==> config.mk <==
export PLATFORM = sky130hd
export DESIGN_NAME = wr_burst_ctrl
export DESIGN_NICKNAME = d
export VERILOG_FILES = /design/src/rtl/wr_burst_pkg.sv /design/src/rtl/wr_burst_addr_gen.sv /design/src/rtl/wr_burst_ctrl.sv
export SDC_FILE = /design/constraint.sdc
export NUM_CORES = 1
export LEC_CHECK = 0
export ABC_AREA = 1
export BUFFER_PORTS_ARGS = -buffer_cell sky130_fd_sc_hd__buf_2
export CAP_MARGIN = 20
export CORE_MARGIN = 4
export CORE_UTILIZATION = 55
export DETAILED_ROUTE_END_ITERATION = 8
export PLACE_DENSITY = 0.92
export SLEW_MARGIN = 5
export SYNTH_ARGS = -nofsm -noshare
export SYNTH_HDL_FRONTEND = slang
export SYNTH_SLANG_ARGS = --single-unit
==> constraint.sdc <==
create_clock -name mem_clk -period 5.5 [get_ports mem_clk]
set_clock_uncertainty 0.15 [all_clocks]
set_input_delay 1.1 -clock mem_clk [delete_from_list [all_inputs] [get_ports mem_clk]]
set_output_delay 1.1 -clock mem_clk [all_outputs]
set_load 0.01 [all_outputs]
==> src/rtl/wr_burst_pkg.sv <==
// Shared definitions for the DDR write-burst controller: FSM state encoding,
// default geometry constants and a small state-decode helper.
package wr_burst_pkg;

  typedef enum logic [1:0] {
    ST_IDLE = 2'd0,
    ST_REQ  = 2'd1,
    ST_DATA = 2'd2,
    ST_DONE = 2'd3
  } wr_state_e;

  localparam int DEF_BURST_LEN   = 64;
  localparam int DEF_FRAME_WORDS = 393216;  // 1024x768 pixels, 32 bit, packed two per 64-bit word
  localparam int DEF_BASE_ADDR   = 0;

  // True in the states where the DDR master may pull words from the FIFO.
  function automatic logic state_is_active(input wr_state_e s);
    return (s == ST_REQ) || (s == ST_DATA);
  endfunction

endpackage

==> src/rtl/wr_burst_addr_gen.sv <==
// Frame-buffer word address generator for wr_burst_ctrl.
// Owns the burst start address, advances it by the finished burst length,
// wraps at the end of the frame buffer and handles frame_start pulses that
// arrive while a burst is in flight (held pending until the burst completes).
module wr_burst_addr_gen
  import wr_burst_pkg::*;
#(
  parameter int ADDR_W      = 28,
  parameter int BASE_ADDR   = DEF_BASE_ADDR,
  parameter int FRAME_WORDS = DEF_FRAME_WORDS
) (
  input  logic              mem_clk,
  input  logic              rst_n,
  input  logic              frame_start,
  input  logic              in_idle,
  input  logic              in_done,
  input  logic [7:0]        burst_len,
  output logic [ADDR_W-1:0] addr
);

  localparam logic [ADDR_W-1:0] BASE  = ADDR_W'(BASE_ADDR);
  localparam logic [ADDR_W:0]   LIMIT = (ADDR_W+1)'(BASE_ADDR + FRAME_WORDS);

  logic [ADDR_W-1:0] addr_q, addr_d;
  logic              pend_q, pend_d;
  logic [ADDR_W:0]   sum_s;

  // Next address and pending-restart flag.
  always_comb begin
    addr_d = addr_q;
    pend_d = pend_q;
    sum_s  = {1'b0, addr_q} + (ADDR_W+1)'(burst_len);
    if (in_idle) begin
      // No burst in flight: a frame start rewinds straight away.
      if (frame_start) begin
        addr_d = BASE;
      end else begin
        addr_d = addr_q;
      end
    end else if (in_done) begin
      // Burst complete: a pending or coincident restart wins over the advance.
      if (pend_q || frame_start) begin
        addr_d = BASE;
      end else if (sum_s >= LIMIT) begin
        addr_d = BASE;
      end else begin
        addr_d = sum_s[ADDR_W-1:0];
      end
      pend_d = 1'b0;
    end else begin
      // Burst in flight: remember the restart for the end of the burst.
      if (frame_start) begin
        pend_d = 1'b1;
      end else begin
        pend_d = pend_q;
      end
    end
  end

  // Address and pending-flag registers.
  always_ff @(posedge mem_clk or negedge rst_n) begin
    if (!rst_n) begin
      addr_q <= BASE;
      pend_q <= 1'b0;
    end else begin
      addr_q <= addr_d;
      pend_q <= pend_d;
    end
  end

  assign addr = addr_q;

endmodule

==> src/rtl/wr_burst_ctrl.sv <==
// DDR write-burst controller: watches the write-FIFO read-side level, issues
// BURST_LEN-word write bursts to the DDR write master, forwards the master's
// per-word data requests to the FIFO read enable and flags protocol errors.
// Optional feature macro: WR_BURST_FLUSH_EN adds a frame_end input that
// drains a final partial burst of whatever the FIFO still holds.
module wr_burst_ctrl
  import wr_burst_pkg::*;
#(
  parameter int BURST_LEN   = DEF_BURST_LEN,
  parameter int ADDR_W      = 28,
  parameter int LEVEL_W     = 10,
  parameter int BASE_ADDR   = DEF_BASE_ADDR,
  parameter int FRAME_WORDS = DEF_FRAME_WORDS
) (
  input  logic               mem_clk,
  input  logic               rst_n,
  input  logic               frame_start,
`ifdef WR_BURST_FLUSH_EN
  input  logic               frame_end,
`endif
  input  logic [LEVEL_W-1:0] rd_water_level,
  output logic               rd_en,
  output logic               wr_burst_req,
  output logic [7:0]         wr_burst_len,
  output logic [ADDR_W-1:0]  wr_burst_addr,
  input  logic               wr_burst_data_req,
  input  logic               wr_burst_finish,
  output logic               busy,
  output logic               err
);

  localparam logic [7:0] FULL_LEN = 8'(BURST_LEN);

  wr_state_e  state_q, state_d;
  logic [7:0] len_q, len_d;
  logic [7:0] cnt_q, cnt_d;
  logic       err_q, err_d;
  logic       rd_en_s;
  logic       level_full_s;
`ifdef WR_BURST_FLUSH_EN
  logic       flush_q, flush_d;
  logic       level_some_s;
`endif

  assign level_full_s = 32'(rd_water_level) >= 32'(BURST_LEN);
`ifdef WR_BURST_FLUSH_EN
  assign level_some_s = (rd_water_level != {LEVEL_W{1'b0}}) && !level_full_s;
`endif

  // Next-state, word counting, read-enable forwarding and error detection.
  always_comb begin
    state_d = state_q;
    len_d   = len_q;
    cnt_d   = cnt_q;
    err_d   = err_q;
    rd_en_s = 1'b0;
`ifdef WR_BURST_FLUSH_EN
    flush_d = flush_q;
`endif
    case (state_q)
      ST_IDLE: begin
        if (wr_burst_data_req || wr_burst_finish) begin
          err_d = 1'b1;
        end else begin
          err_d = err_q;
        end
        if (frame_start) begin
          // The address is being rewound this cycle; start on the next one.
          state_d = ST_IDLE;
        end else if (level_full_s) begin
          state_d = ST_REQ;
          len_d   = FULL_LEN;
          cnt_d   = 8'd0;
`ifdef WR_BURST_FLUSH_EN
        end else if (flush_q && level_some_s) begin
          state_d = ST_REQ;
          len_d   = 8'(rd_water_level);
          cnt_d   = 8'd0;
`endif
        end else begin
          state_d = ST_IDLE;
        end
`ifdef WR_BURST_FLUSH_EN
        if (flush_q && (rd_water_level == {LEVEL_W{1'b0}})) begin
          flush_d = 1'b0;
        end else begin
          flush_d = flush_q;
        end
`endif
      end
      ST_REQ, ST_DATA: begin
        if (wr_burst_data_req) begin
          if (cnt_q < len_q) begin
            rd_en_s = 1'b1;
            cnt_d   = cnt_q + 8'd1;
          end else begin
            // Over-run: the FIFO is not read past the burst length.
            err_d = 1'b1;
          end
        end else begin
          cnt_d = cnt_q;
        end
        if (wr_burst_finish) begin
          state_d = ST_DONE;
          if (cnt_d != len_q) begin
            err_d = 1'b1;
          end else begin
            err_d = err_d;
          end
        end else if ((state_q == ST_REQ) && wr_burst_data_req) begin
          state_d = ST_DATA;
        end else begin
          state_d = state_q;
        end
      end
      ST_DONE: begin
        state_d = ST_IDLE;
`ifdef WR_BURST_FLUSH_EN
        flush_d = 1'b0;
`endif
      end
      default: begin
        state_d = ST_IDLE;
      end
    endcase
`ifdef WR_BURST_FLUSH_EN
    if (frame_end) begin
      flush_d = 1'b1;
    end else begin
      flush_d = flush_d;
    end
`endif
  end

  // Controller state registers.
  always_ff @(posedge mem_clk or negedge rst_n) begin
    if (!rst_n) begin
      state_q <= ST_IDLE;
      len_q   <= 8'd0;
      cnt_q   <= 8'd0;
      err_q   <= 1'b0;
    end else begin
      state_q <= state_d;
      len_q   <= len_d;
      cnt_q   <= cnt_d;
      err_q   <= err_d;
    end
  end

`ifdef WR_BURST_FLUSH_EN
  // Flush request flag raised by frame_end.
  always_ff @(posedge mem_clk or negedge rst_n) begin
    if (!rst_n) begin
      flush_q <= 1'b0;
    end else begin
      flush_q <= flush_d;
    end
  end
`endif

  wr_burst_addr_gen #(
    .ADDR_W      (ADDR_W),
    .BASE_ADDR   (BASE_ADDR),
    .FRAME_WORDS (FRAME_WORDS)
  ) u_addr_gen (
    .mem_clk     (mem_clk),
    .rst_n       (rst_n),
    .frame_start (frame_start),
    .in_idle     (state_q == ST_IDLE),
    .in_done     (state_q == ST_DONE),
    .burst_len   (len_q),
    .addr        (wr_burst_addr)
  );

  assign rd_en        = rd_en_s && state_is_active(state_q);
  assign wr_burst_req = (state_q == ST_REQ);
  assign wr_burst_len = len_q;
  assign busy         = (state_q != ST_IDLE);
  assign err          = err_q;

endmodule

==> flow_metrics.tcl, run 1 <==
set metrics [dict create \
    switchingPower_w 0.000279 \
    final_layout_size_suffix_gt1_share_pct 17.1 \
    relSlewSlack_pct 47.9 \
    final_cell_area_sq_um 2700 \
    outcome "complete, no violations" \
    synth_edf_count 0 \
    gr-usage-met1_pct 25.7 \
    ys_types 27 \
    synth_top_cell_area_share_pct 35.7 \
    port-buffer-count 35 \
    crit_path_end "rd_en" \
    numCtsBuffers 5 \
    worstSkewPairLatency_ps 290 \
    end_kind "primary output" \
    coreArea_sq_um 4320 \
    drt_iter0_markers 167 \
    firstDrtPassIters 5 \
    async_flop_share_pct 100 \
    grt_use_met2_pct 38.0 \
    synthFlopType "dfrtp_1" \
    powerDensity_nw_per_um2 262 \
    maxCapViolCount 0 \
    path_class "input pin to primary output" \
    worst_hold_path_type "flop to flop" \
    synth.avg_cell_area_sq_um 6.92 \
    seqPwrFrac_pct 41.1 \
    yosys.area.top_type "dfrtp_1" \
    grt_pass1_vias 2110 \
    use_met3_pct 5.07 \
    antenna_found_initial 0 \
    multi_input_area_sq_um 1330 \
    cp-start-kind "input pin" \
    grt_pass1_wl_um 9360 \
    worstSetupStartpoint "wr_burst_data_req" \
    rsz0062_at_grt "false" \
    vias 2343 \
    clock_path_buffers 2 \
    dieArea_sq_um 5600 \
    die_w_um 74.8 \
    grt_busiest_layer "met2" \
    seq_area_frac_synth_pct 35.7 \
    cp.required_ps 4250 \
    wirelength_um 5470 \
    reg2reg_to "u_addr_gen.addr[17]$_DFFE_PN0P_" \
    vdd_ir_drop_max_uv 247 \
    ff2ff_path_depth 11 \
    p_total_w 0.000708 \
    finalSetupViolCount 0 \
    tritoncts "done" \
    final_max_slew_viol_count 0 \
    std_cell_rows 24 \
    clk_pin_slew_ps 70 \
    pwr-share-comb_pct 32.7 \
    p_int_w 0.000429 \
    pwr-share-clk_pct 26.2 \
    avgViaCountPerCell 5.28 \
    cts-resized-gates 0 \
    syn_area_sq_um 2460 \
    cts_sinks 35 \
    cts_setup_buffers 0 \
    cts_root_buffer "clkbuf_8" \
    initial_core_util_pct 56.8 \
    syn2layout_area_growth_pct 9.83 \
    grt_remaining_overflow 0 \
    timing.final.crit_share_pct 54.3 \
    ant_nets 0 \
    wl_per_cell_um 12.3 \
    die_h_um 74.8 \
    grt_max_degree 36 \
    critPathArrivalTime_ps 1740 \
    grt_usage_pct 21.6 \
    ys_seq_elements 35 \
    reg2reg_from "wr_burst_len[6]$_DFFE_PN0P_" \
    synth_cells 355 \
    hpwl_um 4030 \
    worst-path-max-fanout 11 \
    drc 0 \
    place.gp.congestion 0.913 \
    setup_tns_ps 0 \
    top_level_ports 55 \
    fmax_mhz 335 \
    nFillCells 394 \
    reg2reg_slack_ps 2950 \
    nets 413 \
    cts_max_level 2 \
    switching_share_pct 39.4 \
    ys_warn_count 0 \
    synth_area_leaders "dfrtp_1, nand2_1, nor2_1, inv_1, nand3_1" \
    tightest_slew_ps 782 \
    antenna_cells 0 \
    finalHoldViolCount 0 \
    dpl_cell_area_sq_um 2610 \
    leakage_nw 1.45 \
    finalCriticalPeriod_ps 2990 \
    seq_area_sq_um 876 \
    hold_buffers 0 \
]
## placed cells by master, fill, tap and decap left out, drive strengths merged
master | synthesis | final
a31oi | 2 | 2
nand2 | 119 | 119
nand3 | 35 | 35
o22ai | 5 | 5
xor2 | 7 | 7
nor2 | 53 | 53
o21ai | 9 | 9
ha | 7 | 7
dfrtp | 35 | 35
buf | 15 | 36
and2 | 3 | 3
clkbuf | 4 | 5
nor3 | 3 | 3
a21oi | 9 | 9
o41ai | 1 | 1
clkinv | 2 | 5
conb | 1 | 13
inv | 41 | 41
nand4 | 4 | 4
## power by group through the flow
stage,clock (W),sequential (W),combinational [W]
floorplan,0,0.000293,0.000176
global placement,0,0.000295,0.000221
detailed placement,0,0.000296,0.000229
CTS,0.000190,0.000291,0.000230
global route,0.000201,0.000293,0.000265
finish,0.000185,0.000291,0.000232
## area by class of cell
| type | count | area share [%] |
|---|---|---|
| clock buffers | 5 | 2.55 |
| clock inverters | 3 | 0.557 |
| inverters | 43 | 5.98 |
| multi-input cells | 270 | 49.3 |
| flip-flops and latches | 35 | 32.5 |
| well taps | 52 | 2.41 |
| repair buffers | 36 | 6.77 |
## synth_stat cells (3+ instances only)
| master | count |
|---|---|
| nand2_1 | 115 |
| nor2_1 | 45 |
| inv_1 | 40 |
| dfrtp_1 | 35 |
| nand3_1 | 25 |
| buf_4 | 14 |
| nand3_2 | 10 |
| a21oi_1 | 9 |
| o21ai_0 | 8 |
| ha_1 | 7 |
| xor2_1 | 7 |
| o22ai_1 | 5 |
| clkbuf_1 | 4 |
| nand2_2 | 4 |
| nand4_1 | 4 |
| nor2_2 | 4 |
| and2_1 | 3 |
| nor2_4 | 3 |
| nor3_1 | 3 |
## stage by stage
| step | util (%) | setup slack (ps) | instances | hold WS, ps |
|---|---|---|---|---|
| floorplan | - | 2550 | 367 | 313 |
| global placement | 60.4 | 2550 | 436 | 298 |
| detailed placement | 60.4 | 2520 | 436 | 305 |
| CTS | 62.4 | 2510 | 444 | 329 |
| global route | 62.4 | 2410 | 444 | 350 |
| finish | 62.4 | 2510 | 444 | 336 |
## cells by family (layout without fill, tap and decap cells)
family,Yosys count,after routing,share of synthesized area (%)
buffers and inverters,62,87,12.1
AND/OR/NAND/NOR,217,217,40.2
other,1,13,0.153
adder cells (fa/ha/maj),7,7,3.57
XOR/XNOR,7,7,2.50
flip-flops,35,35,35.7
AO/OA/AOI/OAI,26,26,5.81
## per-layer routing
layer  part of all wire, %  vias up  wire [um]
li1                      -     1163          -
met1                    44     1079       2380
met2                    49       86       2660
met3                   5.6       15        308
met4                   2.1        0        116
met5                     0        -          0
## flip-flops by register name (all words and copies together), names as in the netlist
register	count
u_addr_gen.addr	22
u_addr_gen.pend_q	1
cnt_q	8
err	1
wr_burst_len	1
state_q	2
## worst min-delay path by stage
stage | from | slack, ps | to | depth (start not counted)
final | err$_DFFE_PN0P_ | 340 | err$_DFFE_PN0P_ | 2
after global routing | err$_DFFE_PN0P_ | 350 | err$_DFFE_PN0P_ | 2
after CTS | err$_DFFE_PN0P_ | 330 | err$_DFFE_PN0P_ | 2
after detailed placement | err$_DFFE_PN0P_ | 310 | err$_DFFE_PN0P_ | 2
after global placement | err$_DFFE_PN0P_ | 300 | err$_DFFE_PN0P_ | 2
after floorplan | u_addr_gen.pend_q$_DFFE_PN0P_ | 310 | u_addr_gen.pend_q$_DFFE_PN0P_ | 2
## critical path, cell delays in order
cell	delay [ps]
buf_2	190
nand3_1	180
nor2_1	120
buf_2	140
Power figures use the tool's default switching activity.
==> run 2, diff against run 1 <==
--- a/config.mk
+++ b/config.mk
@@ -5,13 +5,13 @@
 export SDC_FILE = /design/constraint.sdc
 export NUM_CORES = 1
 export LEC_CHECK = 0
-export ABC_AREA = 1
+export ABC_AREA = 0
 export BUFFER_PORTS_ARGS = -buffer_cell sky130_fd_sc_hd__buf_2
 export CAP_MARGIN = 20
 export CORE_MARGIN = 4
-export CORE_UTILIZATION = 55
+export CORE_UTILIZATION = 49
 export DETAILED_ROUTE_END_ITERATION = 8
-export PLACE_DENSITY = 0.92
+export PLACE_DENSITY = 0.87
 export SLEW_MARGIN = 5
 export SYNTH_ARGS = -nofsm -noshare
 export SYNTH_HDL_FRONTEND = slang
==> constraint.sdc (replaced) <==
create_clock -name mem_clk -period 2.6 [get_ports mem_clk]
set_clock_uncertainty 0.15 [all_clocks]
set_input_delay 0.52 -clock mem_clk [delete_from_list [all_inputs] [get_ports mem_clk]]
set_output_delay 0.52 -clock mem_clk [all_outputs]
set_load 0.01 [all_outputs]
==> run 2 against run 1 <==
Sequential share of layout area down 3.4 points. Combinational power grew to 3.5 times the previous value. Die area rose by 9.3%. Critical endpoint is now u_addr_gen.addr[10]$_DFFE_PN0P_. Setup slack worse by 2500 ps. Critical path depth grew 6. Sequential power up 120%. Routed wire length is 15% higher. Register-to-register slack lost 2900 ps. Global-route usage down 1.7 points. Hold slack got worse by 170 ps. Largest power group is now combinational cells. Synthesized cell count is 23% lower. Via count is 2.0% higher.
==> flow_metrics.tcl, run 2 <==
set metrics [dict create \
    path_cells "ha_2 > ha_4 > buf_4 > a21bo_2 > or4_1 > a32oi_1 > o21ai_1 > buf_4 > a41oi_1 > o22ai_1" \
    critPathSlowestCell "or4_1" \
    firstDrtPassIters 5 \
    port-buffer-count 35 \
    cts_max_level 2 \
    worst_hold_path_type "input pin to asynchronous set/reset pin" \
    dieArea_sq_um 6120 \
    hpwl_um 4290 \
    clock_path_buffers 2 \
    critPathArrivalTime_ps 2580 \
    utilization_pct 63.4 \
    worstSetupStartpoint "wr_burst_len[6]$_DFFE_PN0P_" \
    rsz0062_at_grt "true" \
    grt_remaining_overflow 0 \
    maxCapViolCount 0 \
    syn_area_sq_um 2420 \
    ys_warn_count 0 \
    final_max_slew_viol_count 0 \
    leakage_nw 1.31 \
    crit_path_end "u_addr_gen.addr[10]$_DFFE_PN0P_" \
    pwr-share-clk_pct 23.7 \
    timing.final.crit_share_pct 98.4 \
    switching_share_pct 39.0 \
    die_h_um 78.2 \
    seq_area_frac_synth_pct 36.2 \
    path_class "flop to flop" \
    slowest_delay_ps 410 \
    std_cell_rows 25 \
    grt_max_degree 36 \
    synth_edf_count 0 \
    end_kind "flop" \
    synthTopCellsByCount "dfrtp_1, nand2_1" \
    cts_sinks 35 \
    numCtsBuffers 5 \
    initial_core_util_pct 50.8 \
    final_cell_mix "dfrtp_1, buf_2, buf_4, nand2_1" \
    reg2reg_slack_ps 40 \
    die_w_um 78.2 \
    final_layout_size_suffix_gt1_share_pct 28.4 \
    finalHoldViolCount 0 \
    outcome "complete, no violations" \
    nets 355 \
    cp-start-kind "flop" \
    fmax_mhz 391 \
    wl_per_cell_um 15.7 \
    syn2layout_area_growth_pct 24.8 \
    synth_top_cell_area_share_pct 36.2 \
    ys_types 54 \
    ys_seq_elements 35 \
    grt_pass1_vias 2259 \
    powerDensity_nw_per_um2 621 \
    tightest_slew_ps 800 \
    antenna_cells 0 \
    synthFlopType "dfrtp_1" \
    drc 0 \
    p_total_w 0.00187 \
    reg2reg_to "u_addr_gen.addr[10]$_DFFE_PN0P_" \
    antenna_found_initial 0 \
    synth_area_leaders "dfrtp_1, buf_4, and2_1, ha_1, nand2_1" \
    largest_register_ff_count 22 \
    reg2reg_from "wr_burst_len[6]$_DFFE_PN0P_" \
    cts_root_buffer "clkbuf_8" \
    grt_pass1_wl_um 9870 \
    seqPwrFrac_pct 33.4 \
    finalCriticalPeriod_ps 2560 \
    drt_iter0_markers 201 \
    ant_nets 0 \
    ff2ff_path_depth 10 \
    yosysMostFrequentCell "dfrtp_1" \
    wirelength_um 6310 \
    synth_cells 272 \
    vdd_ir_drop_max_uv 865 \
    nFillCells 411 \
    worstSkewPairLatency_ps 290 \
    clk_pin_slew_ps 70 \
    async_flop_share_pct 100 \
    coreArea_sq_um 4750 \
    crit_path_frequent_cell "buf_4" \
    switchingPower_w 0.000731 \
    cp.required_ps 2630 \
    avgViaCountPerCell 5.96 \
    synth.avg_cell_area_sq_um 8.89 \
    relSlewSlack_pct 46.7 \
    yosys.area.top_type "dfrtp_1" \
    grt_usage_pct 19.9 \
    top_level_ports 55 \
    finalSetupViolCount 0 \
    place.gp.congestion 0.895 \
    vias 2389 \
    p_int_w 0.00114 \
    pwr-share-comb_pct 42.9 \
    holdWs_ps 168 \
    worst-path-max-fanout 9 \
    tritoncts "done" \
]
-- run 2: cell types whose count changed in the layout (fill, tap and decap cells not counted), moves of 6 or more --
cell,delta
xor2_1,-6
or3_1,+6
a41oi_1,+7
buf_4,+22
nand3_1,-15
nand4_1,+8
and2_1,+11
nor2_1,-35
inv_1,-26
nand3_2,-8
nand2_1,-94
nor2b_1,+7
nor4_1,+6
-- run 2: layout make-up --
type / instances / area [sq um] / share of cell area, %
sequential: 35 / 876 / 29.0
inverter: 14 / 52.6 / 1.74
clock buffer: 8 / 100 / 3.32
timing repair buffer: 62 / 405 / 13.4
multi-input combinational: 215 / 1500 / 49.7
tap: 67 / 83.8 / 2.78
-- run 2: power groups by stage --
| stage | combinational [W] | clock [W] | sequential (W) |
|---|---|---|---|
| 2_1_floorplan | 0.000559 | 0 | 0.000632 |
| 3_3_place_gp | 0.000733 | 0 | 0.000634 |
| 6_report | 0.000803 | 0.000443 | 0.000626 |
| 3_5_place_dp | 0.000755 | 0 | 0.000636 |
| 5_1_grt | 0.000886 | 0.000478 | 0.000632 |
| 4_1_cts | 0.000765 | 0.000444 | 0.000626 |
-- run 2: worst min path at each step --
stage,from,end
after detailed placement,u_addr_gen.pend_q$_DFFE_PN0P_,u_addr_gen.pend_q$_DFFE_PN0P_
after global placement,u_addr_gen.pend_q$_DFFE_PN0P_,u_addr_gen.pend_q$_DFFE_PN0P_
after floorplan,rst_n,cnt_q[0]$_DFFE_PN0P_
after CTS,rst_n,cnt_q[3]$_DFFE_PN0P_
final,rst_n,u_addr_gen.addr[13]$_DFFE_PN0P_
after global routing,rst_n,u_addr_gen.addr[27]$_DFFE_PN0P_
-- run 2: layer usage --
metal | up-vias | GRT usage (%) | routed length (um)
li1 | 1122 | - | -
met1 | 1146 | 22.4 | 2610
met2 | 105 | 36.0 | 3170
met3 | 16 | 4.47 | 402
met4 | 0 | 8.57 | 129
met5 | - | 0 | 0
-- run 2: metrics by stage --
step                cells  cell area (sq um)  TNS [ps]  setup WS [ps]
floorplan             284               2460         0           34.1
finish                401               3020         0           42.4
CTS                   400               2900     -5.12          -5.12
global route          401               3020      -747           -113
detailed placement    391               2780     -6.42          -6.42
global placement      391               2780         0           70.8
-- run 2: critical path, delay by kind of cell, from the launching register on --
| family | cells | cell delay (ps) |
|---|---|---|
| buf+inv | 2 | 300 |
| flops | 1 | 370 |
| compound gates | 5 | 860 |
| simple gates | 1 | 410 |
| fa+ha+maj | 2 | 350 |
-- run 2: cell families after synthesis --
| group | after synthesis | synth area share (%) |
|---|---|---|
| mux | 6 | 2.79 |
| flops | 35 | 36.2 |
| xor+xnor | 4 | 1.45 |
| compound gates | 68 | 19.9 |
| other cells | 1 | 0.155 |
| fa+ha+maj | 7 | 3.62 |
| buf+inv | 35 | 7.66 |
| simple gates | 116 | 28.2 |
-- run 2: repair_timing --
item,CTS,global route
gates resized for setup,1,18
pin swaps,1,5
hold buffers,0,0
buffers inserted,0,1
cloned,1,0
setup endpoints to repair,2,14
==> run 3, diff against run 2 <==
--- a/config.mk
+++ b/config.mk
@@ -11,7 +11,7 @@
 export CORE_MARGIN = 4
 export CORE_UTILIZATION = 49
 export DETAILED_ROUTE_END_ITERATION = 8
-export PLACE_DENSITY = 0.87
+export PLACE_DENSITY_LB_ADDON = 0.3
 export SLEW_MARGIN = 5
 export SYNTH_ARGS = -nofsm -noshare
 export SYNTH_HDL_FRONTEND = slang
==> run 3 against run 2 <==
Clock power increased by 19%. Critical endpoint is now u_addr_gen.addr[16]$_DFFE_PN0P_. Routed wire length fell by 0.57%. Core utilization is 0.66 points higher. Via count is 2.5% lower. Sequential share of layout area is 0.30 points lower. Setup slack worse by 11 ps. Register-to-register slack about the same. Global-route usage rose by 1.0 points. First-iteration DRC count down 26%. Cell area is 1.0% higher.
==> flow_metrics.tcl, run 3 (synthesis gave the netlist of run 2 again) <==
set metrics [dict create \
    worst_hold_path_type "input pin to asynchronous set/reset pin" \
    switchingPower_w 0.000747 \
    p_int_w 0.00122 \
    path_buf_inv 2 \
    nFillCells 423 \
    rsz0062_at_grt "true" \
    dieArea_sq_um 6120 \
    clk_pin_slew_ps 80 \
    path_cells "buf_6 > ha_4 > ha_4 > or4_1 > mux2_4 > a32oi_4 > buf_6 > nand4_4 > o21ai_1" \
    drc 0 \
    std_cell_rows 25 \
    antenna_found_initial 0 \
    grt_remaining_overflow 0 \
    timing.final.crit_share_pct 98.8 \
    fmax_mhz 389 \
    powerDensity_nw_per_um2 645 \
    worst-path-max-fanout 5 \
    p_total_w 0.00196 \
    final_cell_mix "dfrtp_1, buf_2, buf_4, nand2_1" \
    highest_layer "met4" \
    hpwl_um 4270 \
    multi_input_area_sq_um 1510 \
    avgViaCountPerCell 5.78 \
    wirelength_um 6280 \
    path_class "flop to flop" \
    cts_root_buffer "clkbuf_8" \
    vias 2330 \
    final_layout_size_suffix_gt1_share_pct 29.2 \
    port-buffer-count 35 \
    tritoncts "done" \
    end_kind "flop" \
    initial_core_util_pct 50.8 \
    final_max_slew_viol_count 0 \
    finalCriticalPeriod_ps 2570 \
    pwr-share-clk_pct 26.8 \
    finalHoldViolCount 0 \
    reg2reg_slack_ps 30 \
    wl_per_cell_um 15.6 \
    grt_max_degree 36 \
    cts_max_level 2 \
    slowest_delay_ps 410 \
    grt_usage_pct 20.9 \
    vdd_ir_drop_max_uv 702 \
    seqPwrFrac_pct 31.9 \
    ant_nets 0 \
    place.gp.congestion 0.864 \
    met2_length_um 2960 \
    leakage_nw 1.32 \
    firstDrtPassIters 4 \
    cts_sinks 35 \
    nets 357 \
    syn2layout_area_growth_pct 26.1 \
    drt_iter0_markers 149 \
    critPathSlowestCell "or4_1" \
    seq_area_sq_um 876 \
    largest_register_ff_count 22 \
    finalSetupViolCount 0 \
    pwr-share-comb_pct 41.3 \
    clock_path_buffers 2 \
    hold_buffers 0 \
    coreArea_sq_um 4750 \
    grt_pass1_wl_um 10100 \
    relSlewSlack_pct 46.9 \
    maxCapViolCount 0 \
    numCtsBuffers 5 \
    die_w_um 78.2 \
    holdWs_ps 152 \
    path_delay_family "simple AND/OR/NAND/NOR gates" \
    critPathArrivalTime_ps 2640 \
    top_level_ports 55 \
    grt_pass1_vias 2163 \
    outcome "complete, no violations" \
    met3_length_um 493 \
    wl_met1_um 2650 \
    tightest_slew_ps 797 \
    worstSkewPairLatency_ps 300 \
    switching_share_pct 38.0 \
    cp-start-kind "flop" \
    setup_tns_ps 0 \
    die_h_um 78.2 \
    cp.required_ps 2670 \
    antenna_cells 0 \
]
[run 3: worst paths after layout]
| path | from | endpoint | depth (start not counted) |
|---|---|---|---|
| max in group asynchronous | rst_n | u_addr_gen.addr[10]$_DFFE_PN0P_ | 1 |
| min | rst_n | u_addr_gen.addr[12]$_DFFE_PN0P_ | 1 |
| min in group mem_clk | wr_burst_finish | state_q[0]$_DFFE_PN0P_ | 2 |
| min reg2reg | u_addr_gen.pend_q$_DFFE_PN0P_ | u_addr_gen.pend_q$_DFFE_PN0P_ | 2 |
| max reg2reg | u_addr_gen.addr[6]$_DFFE_PN0P_ | u_addr_gen.addr[16]$_DFFE_PN0P_ | 9 |
| max | u_addr_gen.addr[6]$_DFFE_PN0P_ | u_addr_gen.addr[16]$_DFFE_PN0P_ | 9 |
[run 3: layout make-up]
type / count / share of cell area, %
tap: 67 / 2.75
clock inverter: 2 / 1.15
clock buffer: 6 / 2.71
multi-input combinational: 215 / 49.4
sequential: 35 / 28.7
inverter: 14 / 1.72
timing repair buffer: 64 / 13.5
[run 3: power groups by stage]
stage               clock [W]  sequential (W)  combinational, W
detailed placement          0        0.000635          0.000755
global route         0.000551        0.000633          0.000910
CTS                  0.000535        0.000625          0.000760
floorplan                   0        0.000632          0.000559
finish               0.000526        0.000627          0.000812
global placement            0        0.000634          0.000735
[run 3: per-stage QoR]
stage	cell area [sq um]	cells	worst slack, ps	utilization (%)
2_1_floorplan	2460	284	34.1	-
3_3_place_gp	2760	388	14.5	58.1
3_5_place_dp	2760	388	-5.47	58.1
4_1_cts	2890	396	24.7	60.7
5_1_grt	3050	403	-83.7	64.1
6_report	3050	403	31.8	64.1
[run 3: what timing repair did]
| action | 4_1_cts | 5_1_grt |
|---|---|---|
| resized for setup | 2 | 19 |
| cloned | 0 | 1 |
| pin swaps | 1 | 7 |
| setup endpoints to repair | 4 | 15 |
| buffers inserted | 0 | 6 |
[run 3: worst register-to-register path, cell delays in order, from the launching register on]
cell,delay (ps)
dfrtp_1,390
buf_6,120
ha_4,150
ha_4,170
or4_1,410
mux2_4,300
a32oi_4,290
buf_6,150
nand4_4,170
o21ai_1,200
[run 3: routing by layer]
metal | vias to the layer above | track usage (%)
met1 | 1090 | 25.7
met2 | 100 | 34.7
met5 | - | 0
li1 | 1125 | -
met4 | 0 | 10.7
met3 | 15 | 4.47
